===== src/rtl/key_search_pkg.sv =====
// Shared types for the ARC4 key-search sequencer: FSM state encoding and default key width.
package key_search_pkg;

    localparam int KEY_W_DEFAULT = 24;

    typedef enum logic [1:0] {
        IDLE  = 2'd0,
        ISSUE = 2'd1,
        WAIT  = 2'd2,
        DONE  = 2'd3
    } state_e;

    typedef logic [KEY_W_DEFAULT-1:0] key_t;

endpackage


===== src/rtl/key_search_ctrl_if.sv =====
// Handshake bundle between the key-search sequencer, its start logic and the check engine.
// KEY_SEARCH_STOP_EN adds the stop input used by dual-lane search.
interface key_search_ctrl_if
    import key_search_pkg::*;
#(
    parameter int KEY_W = KEY_W_DEFAULT
);
    logic             en;
    logic             rdy;
    logic             chk_rdy;
    logic             chk_en;
    logic [KEY_W-1:0] trial_key;
    logic             chk_done;
    logic             chk_pass;
    logic [KEY_W-1:0] key;
    logic             done;
    logic             key_valid;
`ifdef KEY_SEARCH_STOP_EN
    logic             stop;

    modport master (
        output en, chk_rdy, chk_done, chk_pass, stop,
        input  rdy, chk_en, trial_key, key, done, key_valid
    );

    modport slave (
        input  en, chk_rdy, chk_done, chk_pass, stop,
        output rdy, chk_en, trial_key, key, done, key_valid
    );
`else
    modport master (
        output en, chk_rdy, chk_done, chk_pass,
        input  rdy, chk_en, trial_key, key, done, key_valid
    );

    modport slave (
        input  en, chk_rdy, chk_done, chk_pass,
        output rdy, chk_en, trial_key, key, done, key_valid
    );
`endif

endinterface


===== src/rtl/key_step_cnt.sv =====
// Candidate key stepper: loads KEY_START, advances by KEY_STEP and flags the last candidate,
// i.e. the one whose successor would not fit in KEY_W bits.
module key_step_cnt
    import key_search_pkg::*;
#(
    parameter int KEY_W     = KEY_W_DEFAULT,
    parameter int KEY_START = 0,
    parameter int KEY_STEP  = 1
) (
    input  logic             clk,
    input  logic             rst,
    input  logic             load_i,
    input  logic             adv_i,
    output logic [KEY_W-1:0] cnt_o,
    output logic             last_o
);

    localparam logic [KEY_W-1:0] START_K  = KEY_W'(KEY_START);
    localparam logic [KEY_W:0]   STEP_EXT = (KEY_W+1)'(KEY_STEP);

    logic [KEY_W-1:0] cnt_q;
    logic [KEY_W:0]   sum;

    // Carry out of the widened sum means the key space is used up; never wrap to 0.
    assign sum    = {1'b0, cnt_q} + STEP_EXT;
    assign last_o = sum[KEY_W];
    assign cnt_o  = cnt_q;

    always_ff @(posedge clk) begin
        if (rst || load_i) begin
            cnt_q <= START_K;
        end else if (adv_i) begin
            cnt_q <= sum[KEY_W-1:0];
        end
    end

endmodule


===== src/rtl/key_search_ctrl.sv =====
// ARC4 brute-force key-search sequencer: walks candidate keys through the check engine and
// publishes {key, done, key_valid} for the display. KEY_SEARCH_STOP_EN enables early stop.
//
//  state | meaning
//  IDLE  | after reset, waiting for en
//  ISSUE | trial_key ready, strobing chk_en as soon as chk_rdy allows
//  WAIT  | candidate in flight, waiting for chk_done
//  DONE  | result held (found or exhausted), en restarts the search
module key_search_ctrl
    import key_search_pkg::*;
#(
    parameter int KEY_W     = KEY_W_DEFAULT,
    parameter int KEY_START = 0,
    parameter int KEY_STEP  = 1
) (
    input  logic               clk,
    input  logic               rst,
    key_search_ctrl_if.slave   bus
);

    state_e           state_q;
    logic             rdy_q;
    logic             done_q;
    logic             key_valid_q;
    logic [KEY_W-1:0] key_q;

    logic [KEY_W-1:0] trial_key;
    logic             cnt_last;
    logic             cnt_load;
    logic             cnt_adv;
    logic             stop_req;
    logic             start_acc;
    logic             issue_fire;
    logic             result_miss;

`ifdef KEY_SEARCH_STOP_EN
    assign stop_req = bus.stop;
`else
    assign stop_req = 1'b0;
`endif

    // rdy_q is high exactly in IDLE and DONE, so it doubles as the start-accept qualifier.
    assign start_acc   = rdy_q && bus.en;
    assign issue_fire  = (state_q == ISSUE) && bus.chk_rdy && !stop_req;
    assign result_miss = (state_q == WAIT) && bus.chk_done && !bus.chk_pass;

    assign cnt_load = start_acc;
    assign cnt_adv  = result_miss && !cnt_last && !stop_req;

    key_step_cnt #(
        .KEY_W     (KEY_W),
        .KEY_START (KEY_START),
        .KEY_STEP  (KEY_STEP)
    ) u_step_cnt (
        .clk    (clk),
        .rst    (rst),
        .load_i (cnt_load),
        .adv_i  (cnt_adv),
        .cnt_o  (trial_key),
        .last_o (cnt_last)
    );

    always_ff @(posedge clk) begin
        if (rst) begin
            state_q     <= IDLE;
            rdy_q       <= 1'b1;
            done_q      <= 1'b0;
            key_valid_q <= 1'b0;
            key_q       <= '0;
        end else begin
            case (state_q)
                IDLE, DONE: begin
                    if (bus.en) begin
                        state_q     <= ISSUE;
                        rdy_q       <= 1'b0;
                        done_q      <= 1'b0;
                        key_valid_q <= 1'b0;
                    end
                end
                ISSUE: begin
                    if (stop_req) begin
                        state_q     <= DONE;
                        rdy_q       <= 1'b1;
                        done_q      <= 1'b1;
                        key_valid_q <= 1'b0;
                    end else if (bus.chk_rdy) begin
                        state_q <= WAIT;
                    end
                end
                WAIT: begin
                    // A passing result in the same cycle as stop still reports its key.
                    if (bus.chk_done && bus.chk_pass) begin
                        state_q     <= DONE;
                        rdy_q       <= 1'b1;
                        done_q      <= 1'b1;
                        key_valid_q <= 1'b1;
                        key_q       <= trial_key;
                    end else if (stop_req || (bus.chk_done && cnt_last)) begin
                        state_q     <= DONE;
                        rdy_q       <= 1'b1;
                        done_q      <= 1'b1;
                        key_valid_q <= 1'b0;
                    end else if (bus.chk_done) begin
                        state_q <= ISSUE;
                    end
                end
                default: begin
                    state_q <= IDLE;
                    rdy_q   <= 1'b1;
                end
            endcase
        end
    end

    assign bus.rdy       = rdy_q;
    assign bus.chk_en    = issue_fire;
    assign bus.trial_key = trial_key;
    assign bus.key       = key_q;
    assign bus.done      = done_q;
    assign bus.key_valid = key_valid_q;

endmodule


===== src/flat_wrapper.sv =====
// flat-port wrapper written by rule: the top's interface ports become plain ports
module key_search_ctrl_flat import key_search_pkg::*;
#(
    parameter int KEY_W     = KEY_W_DEFAULT,
    parameter int KEY_START = 0,
    parameter int KEY_STEP  = 1
)
  (clk, rst, bus_en, bus_chk_rdy, bus_chk_done, bus_chk_pass, bus_rdy, bus_chk_en, bus_trial_key, bus_key, bus_done, bus_key_valid);
  key_search_ctrl_if #(.KEY_W(KEY_W)) bus_i ();
  input  logic clk;
  input  logic rst;
  input wire logic [$bits(bus_i.en)-1:0] bus_en;
  input wire logic [$bits(bus_i.chk_rdy)-1:0] bus_chk_rdy;
  input wire logic [$bits(bus_i.chk_done)-1:0] bus_chk_done;
  input wire logic [$bits(bus_i.chk_pass)-1:0] bus_chk_pass;
  output wire logic [$bits(bus_i.rdy)-1:0] bus_rdy;
  output wire logic [$bits(bus_i.chk_en)-1:0] bus_chk_en;
  output wire logic [$bits(bus_i.trial_key)-1:0] bus_trial_key;
  output wire logic [$bits(bus_i.key)-1:0] bus_key;
  output wire logic [$bits(bus_i.done)-1:0] bus_done;
  output wire logic [$bits(bus_i.key_valid)-1:0] bus_key_valid;
  assign bus_i.en = bus_en;
  assign bus_i.chk_rdy = bus_chk_rdy;
  assign bus_i.chk_done = bus_chk_done;
  assign bus_i.chk_pass = bus_chk_pass;
  assign bus_rdy = bus_i.rdy;
  assign bus_chk_en = bus_i.chk_en;
  assign bus_trial_key = bus_i.trial_key;
  assign bus_key = bus_i.key;
  assign bus_done = bus_i.done;
  assign bus_key_valid = bus_i.key_valid;
  key_search_ctrl #(.KEY_W(KEY_W), .KEY_START(KEY_START), .KEY_STEP(KEY_STEP)) u_core (.clk(clk), .rst(rst), .bus(bus_i));
endmodule

===== config.mk =====
export PLATFORM = sky130hd
export DESIGN_NAME = key_search_ctrl_flat
export DESIGN_NICKNAME = d
export VERILOG_FILES = /design/src/rtl/key_search_pkg.sv /design/src/rtl/key_search_ctrl_if.sv /design/src/rtl/key_step_cnt.sv /design/src/rtl/key_search_ctrl.sv /design/src/flat_wrapper.sv
export SDC_FILE = /design/constraint.sdc
export NUM_CORES = 1
export LEC_CHECK = 0
export CORE_MARGIN = 2
export CORE_UTILIZATION = 30
export DETAILED_ROUTE_END_ITERATION = 16
export PLACE_DENSITY = 0.57
export SKIP_LAST_GASP = 1
export SLEW_MARGIN = 20
export SYNTH_ARGS = -nofsm -noshare
export SYNTH_HDL_FRONTEND = slang
export SYNTH_HIERARCHICAL = 1
export SYNTH_SLANG_ARGS = --single-unit

===== constraint.sdc =====
create_clock -name clk -period 6.2 [get_ports clk]
set_input_delay 1.86 -clock clk [delete_from_list [all_inputs] [get_ports clk]]
set_output_delay 1.86 -clock clk [all_outputs]
set_load 0.01 [all_outputs]

==> flow_summary.toml <==
[status]
status = "finished clean"

[floorplan]
core_area_sq_um = 7610
floorplan_row_count = 32
starting_density_pct = 30.4
die_y_microns = 91.8
die_area_sq_um = 8420
design.portCount = 58
die-width_microns = 91.8

[sta]
setup_tns_ps = 0
finalCriticalPeriod_ps = 4830
rsz_0062_raised_after_global_routing = "no"
final_max_slew_viol_count = 0
fmax_mhz = 207
setup_viol = 0
tightestPinTransition_ps = 936
final.period_utilization_pct = 77.9
slew_headroom_pct = 37.6
report.final.hold_viol_count = 0
timing.clock.skew_ps = 5.50
fin_worst_hold_slack_ps = 455

[power]
switching_share_pct = 26.6
power.density_nw_per_um2 = 217
comb_power_share_pct = 15.5
max_vdd_drop_mv = 0.0997
power.sequential.fraction_pct = 54.2
power.net_switching_uw = 174
intPower_uw = 482
clock_power_share_pct = 30.3
power.leakage_uw = 0.000961

[route]
drtIter0Drc = 57
num_vias = 2035
drc = 0
route.detailed.vias_per_inst = 4.80
drt-pass1-iter-count = 4
drt.antenna.violating_nets = 0
postRouteWirelength_microns = 5660
routed_wire_length_per_instance_microns = 13.3

[setup_path]
timing.setup.critical_path_class = "in -> out"
cell_mode_on_critical_path = "sky130_fd_sc_hd__clkdlybuf4s50_1"
crit_arrival_ps = 2970
crit_path_start_kind = "primary input"
cpMaxStageDelayCell = "sky130_fd_sc_hd__clkdlybuf4s50_1"
worstSetupEndpointType = "output pin"
timing.critical_path.max_delay_family = "buffers and inverters"
critical_path.n_buffers_inverters = 2
worstPathMaxFanout = 2
critical_path_required_ps = 4340
crit_path_max_incr_delay_ps = 530
worstPathCellList = "clkdlybuf4s50_1, and2_1, clkdlybuf4s50_1"

[yosys]
post_synth_num_cell_types = 45
netlist_instances = 273
synth_warnings = 6
mappedNetlistArea_sq_um = 2310
ffs_latches_synth = 53
post_synth.cell_area_avg_sq_um = 8.47
synth-seq-area-share_pct = 45.9
synth_nets = 284

[final_layout]
insertedDiodeCount = 0
nFillCells = 814
post-route-cell-area_sq_um = 3030
area.growth.synth_to_final_pct = 31.2
num-nets-final = 333
drive_gt1_share_pct = 6.21

[global_routing]
grt.overflow.total = 0
grt_pass1_wl_microns = 9400
grt_start_max_net_pins = 37
via_count_of_the_first_global_routing_pass = 1962
antenna_found_initial = 0
globalRouteTotalUtil_pct = 13.7

[clocking]
cts-resized-gates = 0
cts_root_buffer = "sky130_fd_sc_hd__clkbuf_8"
clock_sink_count = 53
tritoncts_clock_tree = "yes"
clock_insertion_delay_worst_skew_ps = 310
max-clock-path-buffers = 2
postCtsHoldBufs = 0
numCtsBuffers = 5
htreeDepth = 2
path_clk_slew_ps = 90
setup_bufs_post_cts = 0

[placed_design]
dpl_cell_area_sq_um = 2950
port_buffers = 57
gp_congestion = 0.713
dp_hpwl_microns = 3860

[hold_path]
hold_path.class = "reg -> reg"

[job]
cap_viol_max_count = 0
cells in the mapped netlist (all sizes together):
cell type	count	area share, %
nor2b	1	0.38
and4bb	1	0.54
mux2	1	0.49
xnor2	5	1.9
and2	3	0.87
a211oi	1	0.54
or2	2	0.54
clkbuf	11	1.8
nand3	10	2.4
a31oi	1	0.27
o21ai	5	1.1
and3	2	0.54
nor3	3	0.65
nor4	2	0.54
or4	6	1.9
a221o	1	0.43
nor2	18	2.9
or3	8	2.5
buf	6	1.6
o311ai	1	0.38
a21oi	34	7.4
nand2	55	8.9
inv	6	0.97
ha	5	2.7
dfxtp	53	46
o21a	1	0.32
o41ai	1	0.38
a221oi	1	0.65
o32ai	1	0.38
and4	4	1.6
nand4	9	3.0
mux2i	2	0.87
xor2	8	3.0
o31ai	5	1.6
kinds of logic after synthesis:
family / share of synthesized area, %
compound gates: 13.4
xor+xnor: 4.93
fa+ha+maj: 2.71
buf+inv: 4.39
flops: 45.9
mux: 1.35
simple gates: 27.3
flip-flops by register name (all words and copies together), names as in the netlist:
name and cells:
u_core/bus.done 1, u_core/bus.key 24, u_core/bus.key_valid 1, u_core/bus.rdy 1
u_core/state_q 2, u_core/u_step_cnt/cnt_o 24
worst paths after layout:
kind	endpoint	depth (start not counted)	slack, ps	from
max	bus_chk_en	3	1370	bus_chk_rdy
min	u_core/bus.key[12]	2	460	u_core/bus.key[12]
max reg2reg	u_core/u_step_cnt/cnt_o[17]	8	3220	u_core/u_step_cnt/cnt_o[16]
min reg2reg	u_core/bus.key[12]	2	460	u_core/bus.key[12]
power groups by stage:
stage / combinational [uW] / sequential, uW / clock (uW)
finish: 102 / 356 / 199
global route: 113 / 358 / 217
CTS: 102 / 356 / 210
detailed placement: 102 / 364 / 0
global placement: 101 / 364 / 0
floorplan: 69.5 / 364 / 0
final cells by class:
| class | instances | area, sq um | share of cell area [%] |
|---|---|---|---|
| multi-input cells | 197 | 1150 | 37.9 |
| flip-flops and latches | 53 | 1060 | 35.0 |
| repair buffers | 59 | 586 | 19.3 |
| well taps | 102 | 128 | 4.21 |
| clock buffers | 7 | 86.3 | 2.85 |
| inverters | 6 | 22.5 | 0.743 |
worst min-delay path, stage by stage, from the launching register on:
cell and delay, ps:
sky130_fd_sc_hd__dfxtp_1 320, sky130_fd_sc_hd__nand2_1 50, sky130_fd_sc_hd__a21oi_1 50
cells in the final DEF, fill, tap and decap left out, types with 6 or more instances in the layout:
master / count
sky130_fd_sc_hd__a21oi_1: 34
sky130_fd_sc_hd__clkbuf_8: 6
sky130_fd_sc_hd__clkdlybuf4s50_1: 57
sky130_fd_sc_hd__dfxtp_1: 53
sky130_fd_sc_hd__inv_1: 6
sky130_fd_sc_hd__nand2_1: 55
sky130_fd_sc_hd__nand3_1: 9
sky130_fd_sc_hd__nand4_1: 7
sky130_fd_sc_hd__nor2_1: 18
sky130_fd_sc_hd__or4_1: 6
sky130_fd_sc_hd__xor2_1: 8
through the flow:
step	setup WS [ps]	power [uW]	utilization [%]	cells
after floorplan	2320	434	-	273
after global placement	1370	465	38.7	417
after detailed placement	1360	466	38.7	417
after CTS	1360	669	39.9	424
after global routing	1320	687	39.9	424
final	1370	657	39.9	424
routing by layer:
layer	routed length (microns)	part of all wire [%]	GRT usage (%)
met2	2650	47	22.7
met1	2730	48	17.9
met4	69	1.2	4.48
met5	0	0	0
met3	213	3.8	2.96
Power figures use the tool's default switching activity.
